## config.mk

```make
export PLATFORM = sky130hd
export DESIGN_NAME = restoring_div8
export DESIGN_NICKNAME = d
export VERILOG_FILES = /design/src/rtl/div_pkg.sv /design/src/rtl/div_step.sv /design/src/rtl/restoring_div8.sv
export SDC_FILE = /design/constraint.sdc
export NUM_CORES = 1
export LEC_CHECK = 0
export BUFFER_PORTS_ARGS = -buffer_cell sky130_fd_sc_hd__buf_2
export CORE_MARGIN = 2
export CORE_UTILIZATION = 58
export DETAILED_ROUTE_END_ITERATION = 10
export PLACE_DENSITY_LB_ADDON = 0.1
export SLEW_MARGIN = 10
export SYNTH_ARGS = -nofsm -noshare
export SYNTH_HDL_FRONTEND = slang
export SYNTH_SLANG_ARGS = --single-unit
```

## constraint.sdc

```tcl
create_clock -name clk -period 2.3 [get_ports clk]
set_clock_uncertainty 0.2 [all_clocks]
set_input_delay 0.575 -clock clk [delete_from_list [all_inputs] [get_ports clk]]
set_output_delay 0.575 -clock clk [all_outputs]
set_load 0.03 [all_outputs]
```

## src/rtl/div_pkg.sv

```systemverilog
// div_pkg: shared state encoding and counter sizing for the restoring divider.
package div_pkg;
  typedef enum logic [1:0] {IDLE = 2'd0, RUN = 2'd1, ZERO = 2'd2} state_t;
  localparam int DEF_WIDTH = 8;
  localparam int CNT_W = $clog2(DEF_WIDTH);
endpackage

```

## src/rtl/div_step.sv

```systemverilog
// div_step: one restoring-division iteration (shift in a bit, trial subtract).
module div_step #(
  parameter int WIDTH = 8
) (
  input  logic [WIDTH:0]   r_i,
  input  logic             bit_i,
  input  logic [WIDTH-1:0] divisor_i,
  output logic [WIDTH:0]   r_o,
  output logic             q_o
);
  logic [WIDTH:0] r_sh;
  logic [WIDTH:0] diff;
  always_comb begin
    r_sh = {r_i[WIDTH-1:0], bit_i};
    diff = r_sh - {1'b0, divisor_i};
    // a set top bit means the shifted value overflowed WIDTH+1 bits, so it exceeds any divisor
    q_o  = r_i[WIDTH] | (r_sh >= {1'b0, divisor_i});
    r_o  = q_o ? diff : r_sh;
  end
endmodule

```

## src/rtl/restoring_div8.sv

```systemverilog
// restoring_div8: sequential unsigned radix-2 restoring divider, one quotient bit per clock.
module restoring_div8
  import div_pkg::*;
#(
  parameter int WIDTH = DEF_WIDTH
) (
  input  logic             clk,
  input  logic             rst_n,
  input  logic             start,
  input  logic [WIDTH-1:0] dividend,
  input  logic [WIDTH-1:0] divisor,
  output logic             busy,
  output logic             done,
  output logic [WIDTH-1:0] quotient,
  output logic [WIDTH-1:0] remainder,
  output logic             div_by_zero
);
  localparam int CW = (WIDTH == DEF_WIDTH) ? CNT_W : $clog2(WIDTH);
  state_t state_q, state_d;
  logic [CW-1:0] cnt_q, cnt_d;
  logic [WIDTH-1:0] dvd_q, dvd_d, dvs_q, dvs_d, quot_q, quot_d, rem_q, rem_d;
  logic [WIDTH:0] r_q, r_d, step_r;
  logic step_q, busy_q, busy_d, done_q, done_d, dbz_q, dbz_d;
  div_step #(.WIDTH(WIDTH)) u_step (
    .r_i      (r_q),
    .bit_i    (dvd_q[WIDTH-1]),
    .divisor_i(dvs_q),
    .r_o      (step_r),
    .q_o      (step_q)
  );
  // dividend register doubles as the quotient accumulator: bits leave the top, q bits enter the bottom
  always_comb begin
    state_d = state_q;
    cnt_d   = cnt_q;
    dvd_d   = dvd_q;
    dvs_d   = dvs_q;
    r_d     = r_q;
    quot_d  = quot_q;
    rem_d   = rem_q;
    busy_d  = busy_q;
    done_d  = 1'b0;
    dbz_d   = dbz_q;
    case (state_q)
      IDLE: if (start) begin
        dvd_d   = dividend;
        dvs_d   = divisor;
        cnt_d   = '0;
        r_d     = '0;
        busy_d  = 1'b1;
        state_d = (divisor == '0) ? ZERO : RUN;
      end
      RUN: begin
        dvd_d = {dvd_q[WIDTH-2:0], step_q};
        r_d   = step_r;
        cnt_d = cnt_q + 1'b1;
        if (cnt_q == CW'(WIDTH - 1)) begin
          quot_d  = dvd_d;
          rem_d   = step_r[WIDTH-1:0];
          dbz_d   = 1'b0;
          done_d  = 1'b1;
          busy_d  = 1'b0;
          state_d = IDLE;
        end
      end
      ZERO: begin
        quot_d  = '1;
        rem_d   = dvd_q;
        dbz_d   = 1'b1;
        done_d  = 1'b1;
        busy_d  = 1'b0;
        state_d = IDLE;
      end
      default: state_d = IDLE;
    endcase
  end
  always_ff @(posedge clk or negedge rst_n) begin
    if (!rst_n) begin
      state_q <= IDLE;
      cnt_q   <= '0;
      dvd_q   <= '0;
      dvs_q   <= '0;
      r_q     <= '0;
      quot_q  <= '0;
      rem_q   <= '0;
      busy_q  <= 1'b0;
      done_q  <= 1'b0;
      dbz_q   <= 1'b0;
    end else begin
      state_q <= state_d;
      cnt_q   <= cnt_d;
      dvd_q   <= dvd_d;
      dvs_q   <= dvs_d;
      r_q     <= r_d;
      quot_q  <= quot_d;
      rem_q   <= rem_d;
      busy_q  <= busy_d;
      done_q  <= done_d;
      dbz_q   <= dbz_d;
    end
  end
  assign busy        = busy_q;
  assign done        = done_q;
  assign quotient    = quot_q;
  assign remainder   = rem_q;
  assign div_by_zero = dbz_q;
endmodule
```

Word level (Yosys, flattened, before mapping)
Cells that the tools add are included.

Register bits after elaboration: 49. Output and inout bits: 19. Word-level logic and storage cells: 50.

Add/subtract/negate cells: 2. Order comparisons: 1. Equal/unequal tests: 5. Muxes and demuxes: 21. Bitwise gates (word level): 1. Reduce and logical (&&, ||, !) cells: 10.

Operators with widths (count): 8-bit one-hot mux with 2 select lines (3); 8-bit two-way mux (3); 9-bit two-way mux (2); 9-bit one-hot mux with 2 select lines (1); 9-bit by 8-bit >= comparator with 1-bit output (1); 9-bit by 8-bit subtractor with 9-bit output (1); 8-bit zero test (1); 2-bit AND reduction (4); 2-bit two-way mux (3); 3-bit one-hot mux with 2 select lines (1); 2-bit != test (second input constant) (2); 1-bit one-hot mux with 2 select lines (2); 2-bit one-hot mux with 2 select lines (1); 2-bit nonzero test (2); 3-bit by 1-bit adder with 3-bit output (second input constant) (1); 3-bit equality test (second input constant) (1); 1-bit two-way mux (3); 3-bit two-way mux (1); 1-bit one-hot mux with 3 select lines (1); 3-bit AND reduction (1); 3-bit nonzero test (1); 2-bit by 1-bit equality test with 1-bit output (second input constant) (1); 2-bit equality test (second input constant) (1); 2-bit zero test (1); 1-bit OR (1).

Logic depth before layout (Yosys ltp)
Word-level depth: 5. Gate-level depth with buffers: 9. Mapped depth without buffers: 9.

By module
From an unflattened synthesis, not the netlist that was laid out.

Cells, all modules: 260. Area, all modules: 2762.6 um^2.

Modules (own cells, without submodules): restoring_div8 (instances 1, cells an instance 185, area an instance 2234.6 um^2); div_step (instances 1, cells an instance 75, area an instance 528.0 um^2).

Least setup slack after synthesis
Ideal clock, no wire load.

Path kind: flip-flop to flip-flop. Start: register dvd_q[7]. End: register r_q[8]. Library setup time: 132 ps. Arrival time: 1777 ps. Required time: 1968 ps. Path slack: 191 ps. Cell stages (with the launch flop): 10. Path buffers: 0. Cell sequence: dfrtp_1 -> inv_1 -> ha_1 -> inv_1 -> fa_1 -> nand3_1 -> a21oi_1 -> a211o_1 -> a32oi_1 -> o41ai_2.

Cells in the longest elaborated chain, start to end: 4. Elaborated cells on any way between the ends: 5. Those cells by class: add/sub (1); order compare (1); mux (2); bitwise (1).

RTL lines: start: declaration (line restoring_div8.sv:21) `logic [WIDTH-1:0] dvd_q, dvd_d, dvs_q, dvs_d, quot_q, quot_d, rem_q, rem_d;`; start signal: assignment (line restoring_div8.sv:91) `dvd_q <= dvd_d;`; 9-bit by 8-bit >= comparator with 1-bit output (line div_step.sv:17) `q_o = r_i[WIDTH] | (r_sh >= {1'b0, divisor_i});`; 1-bit OR (line div_step.sv:17); 9-bit two-way mux * (line div_step.sv:18) `r_o = q_o ? diff : r_sh;`; 9-bit one-hot mux with 2 select lines * (line restoring_div8.sv:43) `case (state_q)`; end signal: assignment (line restoring_div8.sv:93) `r_q <= r_d;`; end: declaration (line restoring_div8.sv:22) `logic [WIDTH:0] r_q, r_d, step_r;`.

Every way passes the cells marked *; elsewhere a longest branch is shown, timed or not. A chain may end at the register's enable or synchronous reset.

Worst setup path after layout
Ends and elaborated chain as after synthesis.

==> results.py <==
metrics = {
    "detailed_routing": {
        "dr.first_iter.drc_count": 183,
        "wl_met3_um": 346,
        "wire_per_inst_um": 16.68,
        "via_count": 2562,
        "viasPerCell": 5.958,
        "postRouteWirelength_um": 7173,
        "topRoutingLayerUsed": "met4",
        "dr_wl_met2_um": 3577,
        "dr.pass1.iters": 4,
        "drc": 0,
        "postRouteAntennaNets": 0,
        "wl_met1_um": 3109,
    },
    "layout": {
        "fin_cells": 430,
        "final_cell_mix": "dfrtp_1, a21oi_1, buf_2",
        "postLayoutCellArea_sq_um": 3533,
        "nNetsFinal": 396,
        "n_fill_cell": 363,
        "synthToLayoutAreaGrowth_pct": 23.97,
        "drive_gt1_share_pct": 29.20,
        "final_common_cell": "dfrtp_1",
        "antenna_cells": 0,
    },
    "critical_path": {
        "path_class": "reg2reg",
        "path_max_fanout": 3,
        "r2r_end": "r_q[8]",
        "worst_setup_path_end_kind": "flop",
        "r2r_cells": 9,
        "cp.arrival_ps": 2260,
        "startpoint_type": "flop",
        "r2r_slack_ps": 20,
        "cp.required_ps": 2280,
        "timing.rr.start": "dvd_q[7]",
    },
    "clock_tree": {
        "cts_hold_buffers": 0,
        "clk_latency_ps": 300,
        "numCtsBuffers": 5,
        "clock_path_buffers": 2,
        "cts_tree": "yes",
        "h-tree-depth": 2,
        "cts.sinks": 49,
        "root_buffer": "clkbuf_8",
        "clkTransAtPathRegs_ps": 90,
    },
    "synthesis": {
        "synth_ff_type": "dfrtp_1",
        "synth_seq_cells": 49,
        "syn_inst": 305,
        "synth-async-reset-ratio_pct": 100.0,
        "ys_warn_count": 0,
        "syn-cell-area_sq_um": 2850,
        "synth-seq-area-share_pct": 43.02,
        "synth_nets": 339,
        "synth_edf_count": 0,
        "syn_area_per_cell_sq_um": 9.345,
        "synthDistinctLibCells": 52,
    },
    "power": {
        "power.density_nw_per_um2": 1448,
        "irDropWorstVdd_mv": 0.9113,
        "p_leak_nw": 1.617,
    },
    "floorplanning": {
        "design.die.area_sq_um": 5491,
        "initial_core_util_pct": 60.34,
        "core_sq_um": 4723,
        "die_x_um": 74.10,
        "die_y_um": 74.10,
        "io_pins": 38,
        "floorplan.rows": 25,
    },
    "run_status": {
        "status": "complete, no violations",
    },
    "sta": {
        "final-max-slew-violation-count": 0,
        "fin_crit_ps": 2277,
        "setup_slack_ps": 22.83,
        "worst_slew_pin_slew_ps": 415.9,
        "finalSetupViolations": 0,
        "finalCritPeriodShare_pct": 99.01,
        "relSlewSlack_pct": 71.72,
        "timing.fmax_mhz": 439.1,
        "rsz0062_at_grt": "true",
        "hold_violations": 0,
    },
    "placed_design": {
        "dpl.hpwl_um": 4888,
        "gp_congestion": 0.8855,
        "placed_cell_area_sq_um": 3256,
        "place_ws_ps": -77.45,
        "place_inst": 417,
        "port-buffer-count": 37,
    },
    "global_route": {
        "grt_pass1_vias": 2348,
        "overflow": 0,
        "antenna_found_initial": 0,
        "grt_pass1_wl_um": 11260,
        "track_usage_pct": 26.87,
        "grt_max_degree": 50,
    },
    "run": {
        "max_cap_violations": 0,
    },
    "worst_hold_path": {
        "hp-class": "in2async",
    },
}
==> critical path, stage by stage, from the launching register on <==
cell	delay, ps
dfrtp_1	410
inv_1	100
ha_1	180
inv_1	60
fa_1	410
nand3_2	100
a21oi_1	80
a211o_1	320
a32oi_2	200
o41ai_2	100
==> Yosys cell counts (5+ instances only) <==
| master | count | area share (%) |
|---|---|---|
| o21ai_1 | 10 | 1.8 |
| nor3_1 | 5 | 0.88 |
| nand3_1 | 7 | 1.2 |
| mux2i_1 | 9 | 3.2 |
| a21oi_1 | 39 | 6.8 |
| o31ai_1 | 5 | 1.3 |
| nand2_1 | 28 | 3.7 |
| mux2_2 | 8 | 3.2 |
| nand2b_1 | 6 | 1.3 |
| dfrtp_1 | 49 | 43 |
| nor2_1 | 16 | 2.1 |
| ha_1 | 14 | 6.1 |
| o21ai_0 | 12 | 2.1 |
| o22ai_1 | 7 | 1.5 |
| clkbuf_1 | 11 | 1.4 |
| inv_1 | 18 | 2.4 |
| a31oi_1 | 5 | 1.1 |
==> registers in the layout, summed over array words and instances (netlist names) <==
register / cells
remainder: 8
busy: 1
div_by_zero: 1
state_q: 2
dvs_q: 8
quotient: 8
cnt_q: 3
dvd_q: 8
r_q: 9
done: 1
==> how the worst max path moves through the flow <==
stage / start / end / slack (ps)
5_1_grt: dvd_q[7] / r_q[8] / -70
4_1_cts: dvs_q[1] / remainder[7] / -30
2_1_floorplan: dvd_q[7] / r_q[8] / 190
3_3_place_gp: r_q[4] / remainder[6] / -10
3_5_place_dp: r_q[5] / r_q[0] / -80
6_report: dvd_q[7] / r_q[8] / 20
==> power breakdown <==
| group | internal [mW] | switching (mW) | total [mW] |
|---|---|---|---|
| combinational | 1.33 | 1.76 | 3.09 |
| clock | 0.355 | 0.288 | 0.643 |
| sequential | 1.14 | 0.243 | 1.38 |
==> final cells by class <==
type | instances | area, sq um | share of cell area [%]
repair buffers | 67 | 435.4 | 12.32
clock inverters | 1 | 30.03 | 0.8499
inverters | 18 | 67.56 | 1.912
clock buffers | 7 | 86.33 | 2.443
flip-flops and latches | 49 | 1226 | 34.70
multi-input cells | 221 | 1604 | 45.40
well taps | 67 | 83.83 | 2.373
==> cells by family after synthesis <==
group	synth area share [%]
flip-flops	43.02
AND/OR/NAND/NOR	13.21
buffers and inverters	5.443
XOR/XNOR	0.9220
AO/OA/AOI/OAI	23.75
adder cells (fa/ha/maj)	6.848
multiplexers	6.804
==> metal layers <==
layer / GRT usage (%) / up-vias
li1: - / 1230
met1: 36.33 / 1226
met2: 44.94 / 91
met3: 4.472 / 15
met4: 7.475 / 0
met5: 0 / -
==> timing repair <==
item | CTS | global route
pin swaps | 1 | 6
setup endpoints to repair | 4 | 16
cloned | 0 | 1
resized for setup | 2 | 17
buffers inserted | 0 | 4
==> per-stage QoR <==
stage | TNS [ps] | power (mW) | hold slack, ps | utilization, %
final | 0 | 5.115 | 44.14 | 74.81
after global routing | -113.1 | 5.484 | 66.95 | 74.81
after CTS | -28.93 | 4.723 | 54.64 | 71.60
after detailed placement | -82.49 | 4.029 | 274.0 | 68.93
after global placement | -10.24 | 3.980 | 270.5 | 68.93
after floorplan | 0 | 3.200 | 79.41 | -
(Power assumes the default switching activity.)
